--- src/rtl/piano_pkg.sv ---
// Shared encodings, note constants and song tables for the piano mode controller.
package piano_pkg;

    typedef enum logic [1:0] {
        MODE_MANUAL = 2'd0,
        MODE_AUTO   = 2'd1,
        MODE_LEARN  = 2'd2
    } mode_e;

    typedef enum logic [1:0] {
        ST_MANUAL,
        ST_PLAY,
        ST_GAP,
        ST_LEARN
    } state_e;

    typedef enum logic {
        SONG_ODE,
        SONG_DOREMI
    } song_e;

    localparam logic [2:0] C  = 3'd0;
    localparam logic [2:0] D  = 3'd1;
    localparam logic [2:0] E  = 3'd2;
    localparam logic [2:0] F  = 3'd3;
    localparam logic [2:0] G  = 3'd4;
    localparam logic [2:0] A  = 3'd5;
    localparam logic [2:0] B  = 3'd6;
    localparam logic [2:0] HC = 3'd7;

    localparam int ODE_LEN    = 15;
    localparam int DOREMI_LEN = 14;

    localparam logic [4:0] ODE_LAST    = 5'(ODE_LEN - 1);
    localparam logic [4:0] DOREMI_LAST = 5'(DOREMI_LEN - 1);

    localparam logic [2:0] ODE_SONG [ODE_LEN] =
        '{E, E, F, G, G, F, E, D, C, C, D, E, E, D, D};
    localparam logic [2:0] DOREMI_SONG [DOREMI_LEN] =
        '{C, D, E, C, E, C, E, D, E, F, F, E, D, F};

    function automatic logic [2:0] song_note(input song_e sel, input logic [4:0] pos);
        logic [2:0] n;
        n = C;
        if (sel == SONG_ODE) begin
            if (pos <= ODE_LAST) n = ODE_SONG[pos[3:0]];
        end else begin
            if (pos <= DOREMI_LAST) n = DOREMI_SONG[pos[3:0]];
        end
        return n;
    endfunction

    function automatic logic [4:0] song_last(input song_e sel);
        return (sel == SONG_ODE) ? ODE_LAST : DOREMI_LAST;
    endfunction

    // Highest set key bit is the lowest pitch; later iterations override earlier ones.
    function automatic logic [2:0] key_to_idx(input logic [7:0] keys);
        logic [2:0] idx;
        idx = C;
        for (int k = 0; k < 8; k++) begin
            if (keys[k]) idx = 3'(7 - k);
        end
        return idx;
    endfunction

endpackage

--- src/rtl/piano_mode_ctrl_if.sv ---
// Button/key inputs and tone/feedback outputs of the piano mode controller.
interface piano_mode_ctrl_if;
    logic       ODE_TO_JOY_AUTO;
    logic       DOREMI_AUTO;
    logic       DOREMI_LEARN;
    logic [7:0] sw;
    logic       note_on;
    logic [2:0] note_idx;
    logic [2:0] expect_idx;
    logic [1:0] mode;
    logic [4:0] song_pos;
    logic       learn_ok;
    logic       learn_err;
    logic       done;

    modport master (
        output ODE_TO_JOY_AUTO, DOREMI_AUTO, DOREMI_LEARN, sw,
        input  note_on, note_idx, expect_idx, mode, song_pos, learn_ok, learn_err, done
    );

    modport slave (
        input  ODE_TO_JOY_AUTO, DOREMI_AUTO, DOREMI_LEARN, sw,
        output note_on, note_idx, expect_idx, mode, song_pos, learn_ok, learn_err, done
    );
endinterface

--- src/rtl/piano_edge_det.sv ---
// Rising-edge detector: pulses while the input is high and its previous sample was low.
module piano_edge_det (
    input  logic clk,
    input  logic rst_n,
    input  logic d,
    output logic rise
);
    logic prev;

    always_ff @(posedge clk) begin
        if (!rst_n) prev <= 1'b0;
        else        prev <= d;
    end

    assign rise = d & ~prev;
endmodule

--- src/rtl/piano_mode_ctrl.sv ---
// Piano mode controller: manual play, song autoplay and guided learn mode.
module piano_mode_ctrl
    import piano_pkg::*;
#(
    parameter int TICKS_PER_NOTE = 4,
    parameter int GAP_TICKS      = 1
) (
    input logic              CLK,
    input logic              RESET_N,
    piano_mode_ctrl_if.slave bus
);
    localparam int MAX_TICKS = (TICKS_PER_NOTE > GAP_TICKS) ? TICKS_PER_NOTE : GAP_TICKS;
    localparam int CW        = $clog2(MAX_TICKS + 1);
    localparam logic [CW-1:0] TICKS_C = CW'(TICKS_PER_NOTE);
    localparam logic [CW-1:0] GAP_C   = CW'(GAP_TICKS);

    logic ode_rise, dra_rise, drl_rise, key_rise, any_btn;

    piano_edge_det u_ode (.clk(CLK), .rst_n(RESET_N), .d(bus.ODE_TO_JOY_AUTO), .rise(ode_rise));
    piano_edge_det u_dra (.clk(CLK), .rst_n(RESET_N), .d(bus.DOREMI_AUTO),     .rise(dra_rise));
    piano_edge_det u_drl (.clk(CLK), .rst_n(RESET_N), .d(bus.DOREMI_LEARN),    .rise(drl_rise));
    piano_edge_det u_key (.clk(CLK), .rst_n(RESET_N), .d(|bus.sw),             .rise(key_rise));

    assign any_btn = ode_rise | dra_rise | drl_rise;

    state_e        state, state_d;
    song_e         sel, sel_d;
    logic [4:0]    pos, pos_d;
    logic [CW-1:0] cnt, cnt_d;
    logic          note_on, note_on_d;
    logic [2:0]    note_idx, note_idx_d;
    logic [2:0]    expect_idx, expect_d;
    logic [1:0]    mode, mode_d;
    logic          ok, ok_d, err, err_d, done, done_d;
    logic          adv;
    logic [2:0]    pressed;

    assign pressed = key_to_idx(bus.sw);

    always_comb begin
        state_d    = state;
        sel_d      = sel;
        pos_d      = pos;
        cnt_d      = cnt;
        note_on_d  = 1'b0;
        note_idx_d = note_idx;
        ok_d       = 1'b0;
        err_d      = 1'b0;
        done_d     = 1'b0;
        adv        = 1'b0;

        case (state)
            ST_MANUAL: begin
                note_on_d  = |bus.sw;
                note_idx_d = pressed;
                if (ode_rise || dra_rise) begin
                    sel_d      = ode_rise ? SONG_ODE : SONG_DOREMI;
                    state_d    = ST_PLAY;
                    pos_d      = '0;
                    cnt_d      = CW'(1);
                    note_on_d  = 1'b1;
                    note_idx_d = song_note(sel_d, 5'd0);
                end else if (drl_rise) begin
                    sel_d   = SONG_DOREMI;
                    state_d = ST_LEARN;
                    pos_d   = '0;
                end
            end
            ST_PLAY: begin
                note_on_d  = 1'b1;
                note_idx_d = song_note(sel, pos);
                if (cnt == TICKS_C) begin
                    if (GAP_TICKS == 0) begin
                        adv = 1'b1;
                    end else begin
                        state_d   = ST_GAP;
                        cnt_d     = CW'(1);
                        note_on_d = 1'b0;
                    end
                end else begin
                    cnt_d = cnt + CW'(1);
                end
            end
            ST_GAP: begin
                if (cnt == GAP_C) adv = 1'b1;
                else              cnt_d = cnt + CW'(1);
            end
            ST_LEARN: begin
                note_on_d  = |bus.sw;
                note_idx_d = pressed;
                if (key_rise) begin
                    if (pressed == song_note(sel, pos)) begin
                        ok_d = 1'b1;
                        if (pos == song_last(sel)) begin
                            done_d  = 1'b1;
                            state_d = ST_MANUAL;
                            pos_d   = '0;
                        end else begin
                            pos_d = pos + 5'd1;
                        end
                    end else begin
                        err_d = 1'b1;
                    end
                end
            end
            default: state_d = ST_MANUAL;
        endcase

        // End of a note's gap: either move to the next note or finish the song.
        if (adv) begin
            if (pos == song_last(sel)) begin
                done_d     = 1'b1;
                state_d    = ST_MANUAL;
                pos_d      = '0;
                cnt_d      = '0;
                note_on_d  = 1'b0;
                note_idx_d = C;
            end else begin
                pos_d      = pos + 5'd1;
                state_d    = ST_PLAY;
                cnt_d      = CW'(1);
                note_on_d  = 1'b1;
                note_idx_d = song_note(sel, pos_d);
            end
        end

        // Any button edge during a song returns to idle without starting a new mode.
        if (state != ST_MANUAL && any_btn) begin
            state_d    = ST_MANUAL;
            pos_d      = '0;
            cnt_d      = '0;
            note_on_d  = 1'b0;
            note_idx_d = C;
            ok_d       = 1'b0;
            err_d      = 1'b0;
            done_d     = 1'b0;
        end

        case (state_d)
            ST_PLAY, ST_GAP: mode_d = MODE_AUTO;
            ST_LEARN:        mode_d = MODE_LEARN;
            default:         mode_d = MODE_MANUAL;
        endcase
        expect_d = (state_d == ST_LEARN) ? song_note(sel_d, pos_d) : C;
    end

    always_ff @(posedge CLK) begin
        if (!RESET_N) begin
            state      <= ST_MANUAL;
            sel        <= SONG_ODE;
            pos        <= '0;
            cnt        <= '0;
            note_on    <= 1'b0;
            note_idx   <= '0;
            expect_idx <= '0;
            mode       <= MODE_MANUAL;
            ok         <= 1'b0;
            err        <= 1'b0;
            done       <= 1'b0;
        end else begin
            state      <= state_d;
            sel        <= sel_d;
            pos        <= pos_d;
            cnt        <= cnt_d;
            note_on    <= note_on_d;
            note_idx   <= note_idx_d;
            expect_idx <= expect_d;
            mode       <= mode_d;
            ok         <= ok_d;
            err        <= err_d;
            done       <= done_d;
        end
    end

    assign bus.note_on    = note_on;
    assign bus.note_idx   = note_idx;
    assign bus.expect_idx = expect_idx;
    assign bus.mode       = mode;
    assign bus.song_pos   = pos;
    assign bus.learn_ok   = ok;
    assign bus.learn_err  = err;
    assign bus.done       = done;
endmodule

--- src/flat_wrapper.sv ---
// flat-port wrapper written by rule: the top's interface ports become plain ports
module piano_mode_ctrl_flat import piano_pkg::*;
#(
    parameter int TICKS_PER_NOTE = 4,
    parameter int GAP_TICKS      = 1
)
  (CLK, RESET_N, bus_ODE_TO_JOY_AUTO, bus_DOREMI_AUTO, bus_DOREMI_LEARN, bus_sw, bus_note_on, bus_note_idx, bus_expect_idx, bus_mode, bus_song_pos, bus_learn_ok, bus_learn_err, bus_done);
  piano_mode_ctrl_if bus_i ();
  input logic CLK;
  input logic RESET_N;
  input wire logic [$bits(bus_i.ODE_TO_JOY_AUTO)-1:0] bus_ODE_TO_JOY_AUTO;
  input wire logic [$bits(bus_i.DOREMI_AUTO)-1:0] bus_DOREMI_AUTO;
  input wire logic [$bits(bus_i.DOREMI_LEARN)-1:0] bus_DOREMI_LEARN;
  input wire logic [$bits(bus_i.sw)-1:0] bus_sw;
  output wire logic [$bits(bus_i.note_on)-1:0] bus_note_on;
  output wire logic [$bits(bus_i.note_idx)-1:0] bus_note_idx;
  output wire logic [$bits(bus_i.expect_idx)-1:0] bus_expect_idx;
  output wire logic [$bits(bus_i.mode)-1:0] bus_mode;
  output wire logic [$bits(bus_i.song_pos)-1:0] bus_song_pos;
  output wire logic [$bits(bus_i.learn_ok)-1:0] bus_learn_ok;
  output wire logic [$bits(bus_i.learn_err)-1:0] bus_learn_err;
  output wire logic [$bits(bus_i.done)-1:0] bus_done;
  assign bus_i.ODE_TO_JOY_AUTO = bus_ODE_TO_JOY_AUTO;
  assign bus_i.DOREMI_AUTO = bus_DOREMI_AUTO;
  assign bus_i.DOREMI_LEARN = bus_DOREMI_LEARN;
  assign bus_i.sw = bus_sw;
  assign bus_note_on = bus_i.note_on;
  assign bus_note_idx = bus_i.note_idx;
  assign bus_expect_idx = bus_i.expect_idx;
  assign bus_mode = bus_i.mode;
  assign bus_song_pos = bus_i.song_pos;
  assign bus_learn_ok = bus_i.learn_ok;
  assign bus_learn_err = bus_i.learn_err;
  assign bus_done = bus_i.done;
  piano_mode_ctrl #(.TICKS_PER_NOTE(TICKS_PER_NOTE), .GAP_TICKS(GAP_TICKS)) u_core (.CLK(CLK), .RESET_N(RESET_N), .bus(bus_i));
endmodule
--- config.mk ---
export PLATFORM = sky130hd
export DESIGN_NAME = piano_mode_ctrl_flat
export DESIGN_NICKNAME = d
export VERILOG_FILES = /design/src/rtl/piano_pkg.sv /design/src/rtl/piano_mode_ctrl_if.sv /design/src/rtl/piano_edge_det.sv /design/src/rtl/piano_mode_ctrl.sv /design/src/flat_wrapper.sv
export SDC_FILE = /design/constraint.sdc
export NUM_CORES = 1
export LEC_CHECK = 0
export ABC_AREA = 1
export BUFFER_PORTS_ARGS = -buffer_cell sky130_fd_sc_hd__buf_2
export CAP_MARGIN = 20
export CELL_PAD_IN_SITES_DETAIL_PLACEMENT = 0
export CELL_PAD_IN_SITES_GLOBAL_PLACEMENT = 2
export CORE_MARGIN = 8
export CORE_UTILIZATION = 28
export DETAILED_ROUTE_END_ITERATION = 10
export HOLD_SLACK_MARGIN = 0.1
export MAX_ROUTING_LAYER = met4
export PLACE_DENSITY_LB_ADDON = 0.1
export RECOVER_POWER = 25
export SYNTH_ARGS = -nofsm -noshare
export SYNTH_HDL_FRONTEND = slang
export SYNTH_SLANG_ARGS = --single-unit
--- constraint.sdc ---
create_clock -name CLK -period 3 [get_ports CLK]
set_clock_uncertainty 0.15 [all_clocks]
set_input_delay 0.75 -clock CLK [delete_from_list [all_inputs] [get_ports CLK]]
set_output_delay 0.75 -clock CLK [all_outputs]
set_load 0.01 [all_outputs]
==> metrics.cfg <==
[yosys]
synth-seq-cells = 27
synth_area_leaders = dfxtp_1 22%, nand2_1 15%, ha_1 10%
syn-cell-area_mm2 = 0.002509
seq_area_frac_synth = 0.2155
synth.largest_area_cell = dfxtp_1
ys.flop_type = dfxtp_1
synth_edf_count = 0
syn_nets = 442
syn_inst = 409
yosysWarnings = 0
synthArstFlopShare = 0
synth_top_area_share = 0.2155
avgSynthCellArea_um2 = 6.134
synth_cell_types = 42

[clock_tree]
cts_tree = done
root_buffer = clkbuf_8
clock_latency_ns = 0.28
cts_buffers = 3
cts_buffer_depth = 2
htreeDepth = 1
clock_sinks = 27
cts.reportedPaths.clkPinSlew_ns = 0.11
cts_hold_buf = 0

[sta]
setup_viol = 0
fmax_ghz = 0.3494
hold_ws_ns = 0.3502
rsz0062_at_grt = true
hold_violations = 0
slew_viol_final = 0
maxSlewHeadroom = 0.6711
worst_slew_pin_slew_ns = 0.4933
fin_crit_sh = 0.9541
tns_ns = 0
fin_crit_ns = 2.862

[detailed_routing]
num_vias = 2944
viasPerCell = 4.680
postRouteAntennaNets = 0
drt_iter0_drc = 98
dr.pass1.iters = 4
wl_mm = 8.346
post-route-drc-count = 0
wire_per_inst_um = 13.27

[worst_setup_path]
startpoint = u_core.bus.song_pos[1]
criticalPathCategory = flop to flop
path_max_fanout = 6
reg2reg_depth = 21
required_ns = 3.06
start_kind = flop
worstSetupEndpointType = flop
r2r-end = u_core.bus.expect_idx[0]
critical_path_arrival_ns = 2.92
cp-endpoint = u_core.bus.expect_idx[0]
r2r-start = u_core.bus.song_pos[1]
reg2reg_slack_ns = 0.14

[grt]
grt_max_degree = 16
grt_pass1_wl_mm = 13.55
track_usage = 0.1321
antenna_found_initial = 0
grt_pass1_vias = 2813
gr-total-overflow = 0

[floorplan]
die_area_mm2 = 0.01224
core_area_mm2 = 0.008721
initial_core_util = 0.2877
boundaryPins = 30
dieHeight_um = 110.7
fp-row-count = 34
die_x_um = 110.7

[finish]
layout-drive-gt1-share = 0.3800
finalNetCount = 555
syn_to_final_growth_pct = 50.37
fin_util = 0.4326
antenna_cells = 0

[outcome]
outcome = complete, no violations

[power]
powerDensity_mw_per_mm2 = 1059
p_leak_nw = 1.875
irDropWorstVdd_v = 0.0003052

[placed_design]
dp_hpwl_mm = 6.767
place.port_buffers = 29
place.gp.congestion = 0.8479

[flow_run]
cap_viol_max_count = 0

[worst_hold_path]
hp-class = flop to flop

## report_power, final
part | total (mW) | leakage (nW) | internal, mW | switching (mW)
Clock | 0.213 | 0.0255 | 0.0932 | 0.120
Sequential | 0.530 | 0.224 | 0.454 | 0.0764
Combinational | 3.25 | 1.63 | 1.46 | 1.80
## what timing repair did
action                                  4_1_cts  5_1_grt
pin swaps                                     6       45
setup buffers                                 3       11
endpoints found under the setup margin        4        5
hold endpoints to repair                      0        0
resized for setup                            14       76
## flip-flops by register name, indices dropped and copies added, names as in the netlist
signal,cells
u_core.bus.note_on,1
u_core.bus.expect_idx,3
u_core.u_key.prev,1
u_core.u_drl.prev,1
u_core.bus.done,1
u_core.bus.learn_err,1
u_core.u_dra.prev,1
u_core.state,2
u_core.cnt,3
u_core.sel,1
u_core.bus.learn_ok,1
u_core.bus.note_idx,3
u_core.bus.song_pos,5
u_core.bus.mode,2
u_core.u_ode.prev,1
## critical path: stages, from the launching register on
cell     delay, ns
dfxtp_4       0.42
inv_4         0.05
ha_4          0.27
inv_4         0.04
nand2_2       0.05
nand3_2       0.06
nand2_2       0.09
nand3_4       0.08
nand3_2       0.08
nand2_2       0.06
nor2_4        0.17
nand3_4       0.13
nand2_4       0.11
nand3_4       0.10
a21oi_4       0.27
ha_4          0.19
nand3_1       0.07
nand3_1       0.08
nand3_1       0.08
nor2_2        0.11
nor2_2        0.05
nor2_1        0.08
## per-layer routing
layer  global-route usage  wire [um]
met4              0.02432         51
met3              0.01136        140
met5                    -          0
met1               0.1685       4112
met2               0.2226       4043
## placed cells by master (no fill, tap or decap), types with 2 or more instances in the layout
master / count
a211oi_1: 2
a21oi_1: 22
a21oi_2: 5
a21oi_4: 2
a221oi_1: 2
a22oi_1: 2
a31oi_1: 3
buf_2: 22
buf_4: 78
buf_6: 6
clkbuf_1: 7
clkbuf_8: 3
clkinv_1: 2
dfxtp_1: 23
dfxtp_4: 3
ha_1: 12
ha_4: 7
inv_1: 55
inv_2: 7
inv_4: 4
nand2_1: 84
nand2_2: 22
nand2_4: 7
nand3_1: 27
nand3_2: 10
nand3_4: 3
nand4_1: 6
nor2_1: 35
nor2_2: 6
nor2_4: 2
nor3_1: 5
o211ai_1: 4
o21ai_0: 20
o21ai_1: 2
o21ai_2: 3
xor2_1: 2
## worst min-delay path by stage
| stage | from | end | depth (start not counted) |
|---|---|---|---|
| floorplan | u_core.cnt[1] | u_core.cnt[1] | 2 |
| global placement | u_core.cnt[1] | u_core.cnt[1] | 2 |
| detailed placement | u_core.bus.note_idx[2] | u_core.bus.note_idx[2] | 2 |
| CTS | u_core.cnt[1] | u_core.cnt[1] | 2 |
| global route | u_core.cnt[1] | u_core.cnt[1] | 2 |
| finish | u_core.cnt[1] | u_core.cnt[1] | 2 |
## per-stage QoR
step	std cells	setup WS (ns)	total power, mW	cell area [um2]
detailed placement	611	-0.3045	3.144	3301
global route	629	-0.05983	4.371	3772
CTS	618	0.006736	3.486	3417
finish	629	0.1377	3.996	3772
global placement	611	-0.2944	3.165	3301
floorplan	409	0.01493	2.080	2520
## synthesized netlist by cell type, drive strengths merged (3+ instances only)
master / instances
a21oi: 29
a221oi: 3
a31oi: 3
buf: 3
clkbuf: 3
clkinv: 3
dfxtp: 27
ha: 20
inv: 66
nand2: 113
nand3: 40
nand4: 6
nor2: 43
nor3: 6
o211ai: 4
o21ai: 25
## kinds of logic after synthesis
kind of cell,synth area share
and+or+nand+nor,0.3766
buffers and inverters,0.1177
AOI/OAI and AO/OA,0.1835
DFF,0.2155
adders and majority gates,0.09975
xor gates and xnor gates,0.006984
## final cells by class
type	count	area, um2
clock buffers	3	41.29
fillers	939	4949
clock inverters	1	5.005
repair buffers	114	809.5
flip-flops and latches	27	553.0
well taps	108	135.1
inverters	69	274.0
multi-input cells	307	1954
(Power assumes the default switching activity.)
